`src/rtl/led_stripe_bit_receiver.sv`:
```
// Receive side of the single-wire LED stripe: measures high-pulse widths,
// decodes bits into 24-bit pixels (MSB first), detects the frame reset gap
// and regenerates the line for the next LED after absorbing the first pixel.
module led_stripe_bit_receiver #(
  parameter logic [15:0] L_TIME = 16'd80,
  parameter logic [15:0] S_TIME = 16'd40,
  parameter logic [15:0] R_TIME = 16'd150
) (
  input  logic        clk,
  input  logic        rstn,
  input  logic        din,
  output logic [23:0] pixel_data,
  output logic        pixel_valid,
  output logic        frame_end,
  output logic [15:0] pixel_count,
  output logic        err,
  output logic        dout
);

  localparam logic [15:0] THRESH   = (L_TIME + S_TIME) / 16'd2;
  localparam logic [15:0] MIN_HIGH = S_TIME / 16'd2;
  localparam logic [15:0] MAX_HIGH = 16'd2 * L_TIME;
  localparam logic [15:0] STUCK    = MAX_HIGH + 16'd1;

  typedef enum logic [1:0] {WAIT_RST, READY, HIGH, LOW} state_t;

  state_t      state_q, state_d;
  logic        din_meta_q, din_s_q, din_d_q;
  logic [15:0] high_cnt_q, high_cnt_d;
  logic [15:0] low_cnt_q, low_cnt_d;
  logic [23:0] shift_q, shift_d;
  logic [4:0]  bit_cnt_q, bit_cnt_d;
  logic [23:0] pixel_data_q, pixel_data_d;
  logic        pixel_valid_q, pixel_valid_d;
  logic        frame_end_q, frame_end_d;
  logic [15:0] pixel_count_q, pixel_count_d;
  logic        err_q, err_d;
  logic        fwd_en_q, fwd_en_d;
  logic        dout_q, dout_d;
  logic        rise, fall, new_bit;

  assign rise = din_s_q & ~din_d_q;
  assign fall = din_d_q & ~din_s_q;

  // Two-flop synchronizer for the asynchronous line plus an edge-detect delay stage.
  always_ff @(posedge clk or negedge rstn) begin
    if (!rstn) begin
      din_meta_q <= 1'b0;
      din_s_q    <= 1'b0;
      din_d_q    <= 1'b0;
    end else begin
      din_meta_q <= din;
      din_s_q    <= din_meta_q;
      din_d_q    <= din_s_q;
    end
  end

  // Level-width counters: high restarts at 1 on a rise, low restarts at 1 on a fall; both saturate.
  always_comb begin
    high_cnt_d = high_cnt_q;
    low_cnt_d  = low_cnt_q;
    if (din_s_q) begin
      low_cnt_d = '0;
      if (rise)                       high_cnt_d = 16'd1;
      else if (high_cnt_q != 16'hFFFF) high_cnt_d = high_cnt_q + 16'd1;
    end else begin
      if (fall)                       low_cnt_d = 16'd1;
      else if (low_cnt_q != 16'hFFFF) low_cnt_d = low_cnt_q + 16'd1;
    end
  end

  // Protocol FSM: decodes bits, assembles pixels, flags errors and the frame gap.
  always_comb begin
    state_d       = state_q;
    shift_d       = shift_q;
    bit_cnt_d     = bit_cnt_q;
    pixel_data_d  = pixel_data_q;
    pixel_valid_d = 1'b0;
    frame_end_d   = 1'b0;
    err_d         = 1'b0;
    pixel_count_d = frame_end_q ? 16'd0 : pixel_count_q;
    fwd_en_d      = fwd_en_q;
    new_bit       = (high_cnt_q >= THRESH);
    case (state_q)
      WAIT_RST: begin
        if (low_cnt_q >= R_TIME) state_d = rise ? HIGH : READY;
      end
      READY: begin
        if (rise) state_d = HIGH;
      end
      HIGH: begin
        if (fall) begin
          if (high_cnt_q < MIN_HIGH) begin
            err_d     = 1'b1;
            state_d   = WAIT_RST;
            shift_d   = '0;
            bit_cnt_d = '0;
            fwd_en_d  = 1'b0;
          end else begin
            shift_d = {shift_q[22:0], new_bit};
            state_d = LOW;
            if (bit_cnt_q == 5'd23) begin
              pixel_data_d  = {shift_q[22:0], new_bit};
              pixel_valid_d = 1'b1;
              shift_d       = '0;
              bit_cnt_d     = '0;
              if (pixel_count_q == 16'd0)     fwd_en_d      = 1'b1;
              if (pixel_count_q != 16'hFFFF) pixel_count_d = pixel_count_q + 16'd1;
            end else begin
              bit_cnt_d = bit_cnt_q + 5'd1;
            end
          end
        end else if (din_s_q && high_cnt_d == STUCK) begin
          err_d     = 1'b1;
          state_d   = WAIT_RST;
          shift_d   = '0;
          bit_cnt_d = '0;
          fwd_en_d  = 1'b0;
        end
      end
      LOW: begin
        if (low_cnt_q == R_TIME) begin
          frame_end_d = 1'b1;
          fwd_en_d    = 1'b0;
          state_d     = rise ? HIGH : READY;
          if (bit_cnt_q != 5'd0) begin
            err_d     = 1'b1;
            shift_d   = '0;
            bit_cnt_d = '0;
          end
        end else if (rise) begin
          state_d = HIGH;
        end
      end
      default: state_d = WAIT_RST;
    endcase
    dout_d = fwd_en_q & din_s_q;
  end

  // State, counter and output registers.
  always_ff @(posedge clk or negedge rstn) begin
    if (!rstn) begin
      state_q       <= WAIT_RST;
      high_cnt_q    <= '0;
      low_cnt_q     <= '0;
      shift_q       <= '0;
      bit_cnt_q     <= '0;
      pixel_data_q  <= '0;
      pixel_valid_q <= 1'b0;
      frame_end_q   <= 1'b0;
      pixel_count_q <= '0;
      err_q         <= 1'b0;
      fwd_en_q      <= 1'b0;
      dout_q        <= 1'b0;
    end else begin
      state_q       <= state_d;
      high_cnt_q    <= high_cnt_d;
      low_cnt_q     <= low_cnt_d;
      shift_q       <= shift_d;
      bit_cnt_q     <= bit_cnt_d;
      pixel_data_q  <= pixel_data_d;
      pixel_valid_q <= pixel_valid_d;
      frame_end_q   <= frame_end_d;
      pixel_count_q <= pixel_count_d;
      err_q         <= err_d;
      fwd_en_q      <= fwd_en_d;
      dout_q        <= dout_d;
    end
  end

  assign pixel_data  = pixel_data_q;
  assign pixel_valid = pixel_valid_q;
  assign frame_end   = frame_end_q;
  assign pixel_count = pixel_count_q;
  assign err         = err_q;
  assign dout        = dout_q;

endmodule

```
`config.mk`:
```
export PLATFORM = sky130hd
export DESIGN_NAME = led_stripe_bit_receiver
export DESIGN_NICKNAME = d
export VERILOG_FILES = /design/src/rtl/led_stripe_bit_receiver.sv
export SDC_FILE = /design/constraint.sdc
export NUM_CORES = 1
export LEC_CHECK = 0
export CAP_MARGIN = 40
export CORE_ASPECT_RATIO = 0.9
export CORE_MARGIN = 4
export CORE_UTILIZATION = 50
export CTS_CLUSTER_SIZE = 24
export DETAILED_ROUTE_END_ITERATION = 6
export GPL_TIMING_DRIVEN = 0
export PLACE_DENSITY = 0.74
export SETUP_SLACK_MARGIN = 0.02
export SYNTH_ARGS = -nofsm -noshare
export SYNTH_HDL_FRONTEND = slang
export SYNTH_SLANG_ARGS = --single-unit
export TNS_END_PERCENT = 50
```
`constraint.sdc`:
```
create_clock -name clk -period 4.4 [get_ports clk]
set_input_delay 0.66 -clock clk [delete_from_list [all_inputs] [get_ports clk]]
set_output_delay 0.66 -clock clk [all_outputs]
set_load 0.05 [all_outputs]
```
# After elaboration in Yosys (flattened, before gate mapping)

Cells that the tools add are included.

Register bits: 110
Latch bits: 0
Memory bits (writable): 0
ROM bits: 0
Input bits: 3
Output and inout bits: 44
Word-level logic and storage cells: 106
Memories: 0

$add $sub $neg: 4
$mul: 0
Divide/modulo/power cells: 0
Order comparisons: 3
Equality and inequality tests: 15
Shift-type cells: 0
Muxes and demuxes: 53
Bitwise operators: 6
Reduce and logical (&&, ||, !) cells: 10

Operators by type and width:

| cell                  | number |
|---|---|
| $mux 16               | 12 |
| $mux 23               | 6 |
| $add 16x1->16 const B | 3 |
| $ne 16x16->1 const B  | 3 |
| $pmux 23 s2           | 1 |
| $eq 16x8->1 const B   | 2 |
| $mux 5                | 6 |
| $mux 1                | 17 |
| $ge 16x6->1 const B   | 1 |
| $ge 16x8->1 const B   | 1 |
| $logic_not 16->1      | 1 |
| $lt 16x5->1 const B   | 1 |
| $mux 2                | 7 |
| $pmux 5 s2            | 1 |
| $ne 4x4->1 const B    | 2 |
| $pmux 2 s4            | 1 |
| $reduce_and 4->1      | 2 |
| $ne 2x2->1 const B    | 3 |
| $add 5x1->5 const B   | 1 |
| $eq 5x5->1 const B    | 1 |
| $reduce_and 5->1      | 1 |
| $reduce_bool 5->1     | 1 |
| $eq 2x2->1 const B    | 2 |
| $pmux 1 s2            | 2 |
| other kinds (9)       | 13 |

# Longest topological paths before layout

Depth after elaboration: 9
Gate-level depth with buffers: 11

# Least setup slack after synthesis

Ideal clock, no wire load.

Path kind: reg-to-reg
Start point: register high_cnt_q[3]
End point: register bit_cnt_q[0]
Data arrival time: 2.975 ns
Setup slack: 1.300 ns
Cell stages (with the launch flop): 11
Path buffers: 2
Cell sequence: dfrtp_1 > clkbuf_2 > nand4_1 > or3_1 > nor3_1 > mux2_2 > o31a_1 > or4_4 > a31oi_4 > buf_8 > mux2_2

Cells in the longest elaborated chain, start to end: 8

RTL lines:

| element                                              | line | source |
|---|---|---|
| from (decl)                                          | 29   | `logic [15:0] high_cnt_q, high_cnt_d;` |
| from (signal assigned)                               | 157  | `high_cnt_q <= high_cnt_d;` |
| $add 16x1->16 / $ne 16x16->1 (equally long branches) | 65   | `else if (high_cnt_q != 16'hFFFF) high_cnt_d = high_cnt_q + 16'd1;` |
| $mux 16                                              | 65   |  |
| $mux 16                                              | 64   | `if (rise) high_cnt_d = 16'd1;` |
| $mux 16                                              | 62   | `if (din_s_q) begin` |
| $eq 16x8->1                                          | 113  | `end else if (din_s_q && high_cnt_d == STUCK) begin` |
| $logic_and 1x1->1                                    | 113  |  |
| $ne 3x3->1 (no source line)                          | n/a  |  |
| $reduce_and 4->1 (no source line)                    | n/a  |  |
| to (signal assigned)                                 | 160  | `bit_cnt_q <= bit_cnt_d;` |
| to (decl)                                            | 32   | `logic [4:0] bit_cnt_q, bit_cnt_d;` |

Several ways; a longest one is shown, not always the timed one.
A chain may end at the register's enable or synchronous reset.

# Worst setup path after layout

Start point: register high_cnt_q[8]
End point: register pixel_count_q[3], in the netlist pixel_count[3]

Cells in the longest elaborated chain, start to end: 4

RTL lines:

| element              | line | source |
|---|---|---|
| $lt 16x5->1          | 93   | `if (high_cnt_q < MIN_HIGH) begin` |
| $mux 16              | 93   |  |
| $mux 16              | 92   | `if (fall) begin` |
| $mux 16              | 84   | `case (state_q)` |
| via pixel_count_d[3] | 36   | `logic [15:0] pixel_count_q, pixel_count_d;` |
| to (signal assigned) | 164  | `pixel_count_q <= pixel_count_d;` |
| to (decl)            | 36   |  |

The timed path passes the listed nets, and every way through them passes these cells.

==> run_results.csv <==
group,metric,value,unit
outcome,status,"completed",
power_and_ir_drop,power_frac_seq,0.535,
clock_tree,clk_pin_slew,0.08,ns
layout,diodes,0,
yosys,yosysWarnings,0,
yosys,synth-main-ff-cell,"dfrtp_1",
flow_run,maxCapViolCount,0,
global_routing,grt_max_degree,70,
yosys,async_reset_ff_frac,1.00,
detailed_routing,drt-total-wl,12.6,mm
die,io_pins,47,
detailed_routing,first_iter_violations,413,
power_and_ir_drop,swShare,0.245,
clock_tree,root_buffer,"clkbuf_16",
sta,rsz0062_at_grt,"no",
setup_path,start_kind,"flip-flop",
layout,layoutNonFillerInstCount,821,
yosys,syn_inst,606,
layout,layout_commonest_cell,"dfrtp_1",
sta,hold_viol,0,
sta,fmax,293,MHz
placement,place_inst,805,
yosys,avgSynthCellArea,9.18,um2
clock_tree,cts_buffers,9,
die,die_area,12900,um2
detailed_routing,first_pass_iters,5,
placement,postPlaceCellArea,6240,um2
clock_tree,clockBufferDepth,2,
layout,syn2layout_area_growth,17.4,%
power_and_ir_drop,p_switching,0.470,mW
power_and_ir_drop,p_comb_frac,0.048,
global_routing,grt_first_pass_wirelength,20.9,mm
setup_path,endpoint_kind,"flip-flop",
die,die_w,119,um
detailed_routing,postRouteAntennaNets,0,
power_and_ir_drop,clkPwrFrac,0.417,
sta,period_share,0.776,
layout,fin_util,0.602,
clock_tree,hold_buffers,0,
setup_path,crit_fanout,10,
clock_tree,insertion_delay,0.35,ns
global_routing,grt_usage,0.196,
global_routing,grt_antenna_before_repair,0,
global_routing,first_global_vias,4442,
setup_path,worstPathArrival,3.64,ns
layout,mostFrequentLayoutCells,"dfrtp_1, nand2_1, o21ai_0, nor2_1, clkdlybuf4s50_1",
die,die_y,108,um
die,core_area,10900,um2
layout,final_nets,675,
yosys,ys_ff_latch,110,
setup_path,path_class,"reg -> reg",
placement,place_hpwl,8.83,mm
placement,io_buffers,46,
clock_tree,cts_tree,"yes",
die,row_count,36,
sta,tightest_slew,0.778,ns
layout,fin_area,6530,um2
power_and_ir_drop,vdd_drop_max,0.254,mV
yosys,synth_enable_flop_cells,0,
sta,slew_violations,0,
power_and_ir_drop,p_leak,2.72,nW
layout,drive_gt1_frac,0.0598,
setup_path,cp_cell_sequence,"nor4_1, nand4_1, or3_1, nand4_1, inv_1, o21ai_0, clkbuf_1, nor2_1, o21ai_0, o31ai_1",
die,start_util,0.513,
detailed_routing,post-route-drc-count,0,
yosys,netlist_area,5570,um2
global_routing,overflow,0,
setup_path,cp_slowest_cell,"or3_1",
sta,fin_skew,0.00858,ns
clock_tree,cts.sinks,110,
detailed_routing,wl_per_cell,15.3,um
detailed_routing,vias,4634,
hold_path,hold_path_class,"in -> async",
clock_tree,cts_max_level,3,
power_and_ir_drop,p_int,1.45,mW
layout,nFillCells,949,
sta,maxSlewHeadroom,0.477,
yosys,ys_seq_area_frac,0.495,
yosys,syn_nets,617,
placement,gp_congestion,0.935,
yosys,synth_cell_types,60,
power_and_ir_drop,p_per_area,294,nW/um2
sta,final.min_clock_period,3.41,ns
setup_path,cpPeakStageDelay,0.48,ns
sta,setup_viol,0,
clock_tree,cts-resized-gates,0,
setup_path,crit_required,4.62,ns
detailed_routing,drt-vias-per-instance,5.64,
clock_tree,post_cts_buffers,0,
## synthesized netlist by cell type, drive strengths merged, types with 8 or more instances
| library cell | n | area [um2] |
|---|---|---|
| a21oi | 19 | 95.1 |
| a31oi | 9 | 71.3 |
| and2 | 12 | 78.8 |
| clkbuf | 19 | 72.6 |
| dfrtp | 110 | 2750 |
| ha | 8 | 100 |
| inv | 43 | 161 |
| mux2i | 25 | 250 |
| nand2 | 91 | 342 |
| nand3 | 29 | 145 |
| nand4 | 18 | 128 |
| nor2 | 46 | 173 |
| nor3 | 15 | 80.1 |
| nor4 | 12 | 81.3 |
| o21ai | 60 | 300 |
| or3 | 8 | 50.1 |
| xnor2 | 8 | 70.1 |
| xor2 | 8 | 70.1 |
## worst max-delay path, delay by kind of cell (launching register included)
kind,cells,cell delay [ns]
simple gates,5,1.52
buf+inv,2,0.68
compound gates,3,0.63
flops,1,0.47
## through the flow
step	setup slack (ns)	hold slack, ns	total power [mW]	setup TNS, ns
6_report	0.985	0.295	1.92	0
5_1_grt	0.872	0.339	1.99	0
4_1_cts	1.00	0.316	1.93	0
3_5_place_dp	1.04	0.381	1.14	0
3_3_place_gp	-1.47	0.378	1.13	-160.59
2_1_floorplan	1.30	0.331	1.10	0
## power groups by stage
| stage | clock network, mW | registers [mW] | logic, mW |
|---|---|---|---|
| 5_1_grt | 0.853 | 1.03 | 0.105 |
| 3_5_place_dp | 0 | 1.05 | 0.0926 |
| 6_report | 0.801 | 1.03 | 0.0923 |
| 3_3_place_gp | 0 | 1.05 | 0.0872 |
| 4_1_cts | 0.815 | 1.03 | 0.0928 |
| 2_1_floorplan | 0 | 1.05 | 0.0552 |
## path summary, 6_finish.rpt
check                      slack (ns)             end     startpoint  cells past startpoint
hold reg to reg                  0.39         din_s_q     din_meta_q                      0
hold / removal                   0.29  high_cnt_q[15]           rstn                      1
max in group asynchronous        3.38   low_cnt_q[13]           rstn                      2
setup / recovery                 0.99  pixel_count[3]  high_cnt_q[8]                     10
min in group clk                 0.39         din_s_q     din_meta_q                      0
setup reg to reg                 0.99  pixel_count[3]  high_cnt_q[8]                     10
## kinds of logic after synthesis
kind of cell               after synthesis  share of synthesized area
and+or+nand+nor                        259                      0.230
AOI/OAI and AO/OA                      116                      0.125
DFF                                    110                      0.495
buffers and inverters                   69                     0.0558
muxes                                   28                     0.0510
xor gates and xnor gates                16                     0.0252
adders and majority gates                8                     0.0180
## sequential cells by signal, summed over array words and instances, names as in the netlist
name         count
din_s_q          1
frame_end        1
err              1
state_q          2
din_d_q          1
pixel_data      24
pixel_count     16
bit_cnt_q        5
shift_q         23
din_meta_q       1
pixel_valid      1
fwd_en_q         1
dout             1
high_cnt_q      16
low_cnt_q       16
## layout make-up
class / instances / area, um2 / area share
Multi-Input combinational cell: 427 / 2500 / 0.383
Clock inverter: 6 / 61.3 / 0.00939
Tap cell: 152 / 190 / 0.0291
Sequential cell: 110 / 2750 / 0.421
Clock buffer: 10 / 229 / 0.0351
Timing Repair Buffer: 47 / 485 / 0.0743
Buffer: 26 / 149 / 0.0228
Inverter: 43 / 161 / 0.0247
## metal layers
metal / vias up / track usage / part of all wire
met2: 142 / 0.325 / 0.47
met4: 0 / 0.0546 / 0.015
met3: 20 / 0.0403 / 0.047
met1: 2256 / 0.264 / 0.47
li1: 2216 / - / -
met5: - / 0 / 0
Note: power is estimated with default switching activity, not from simulation.
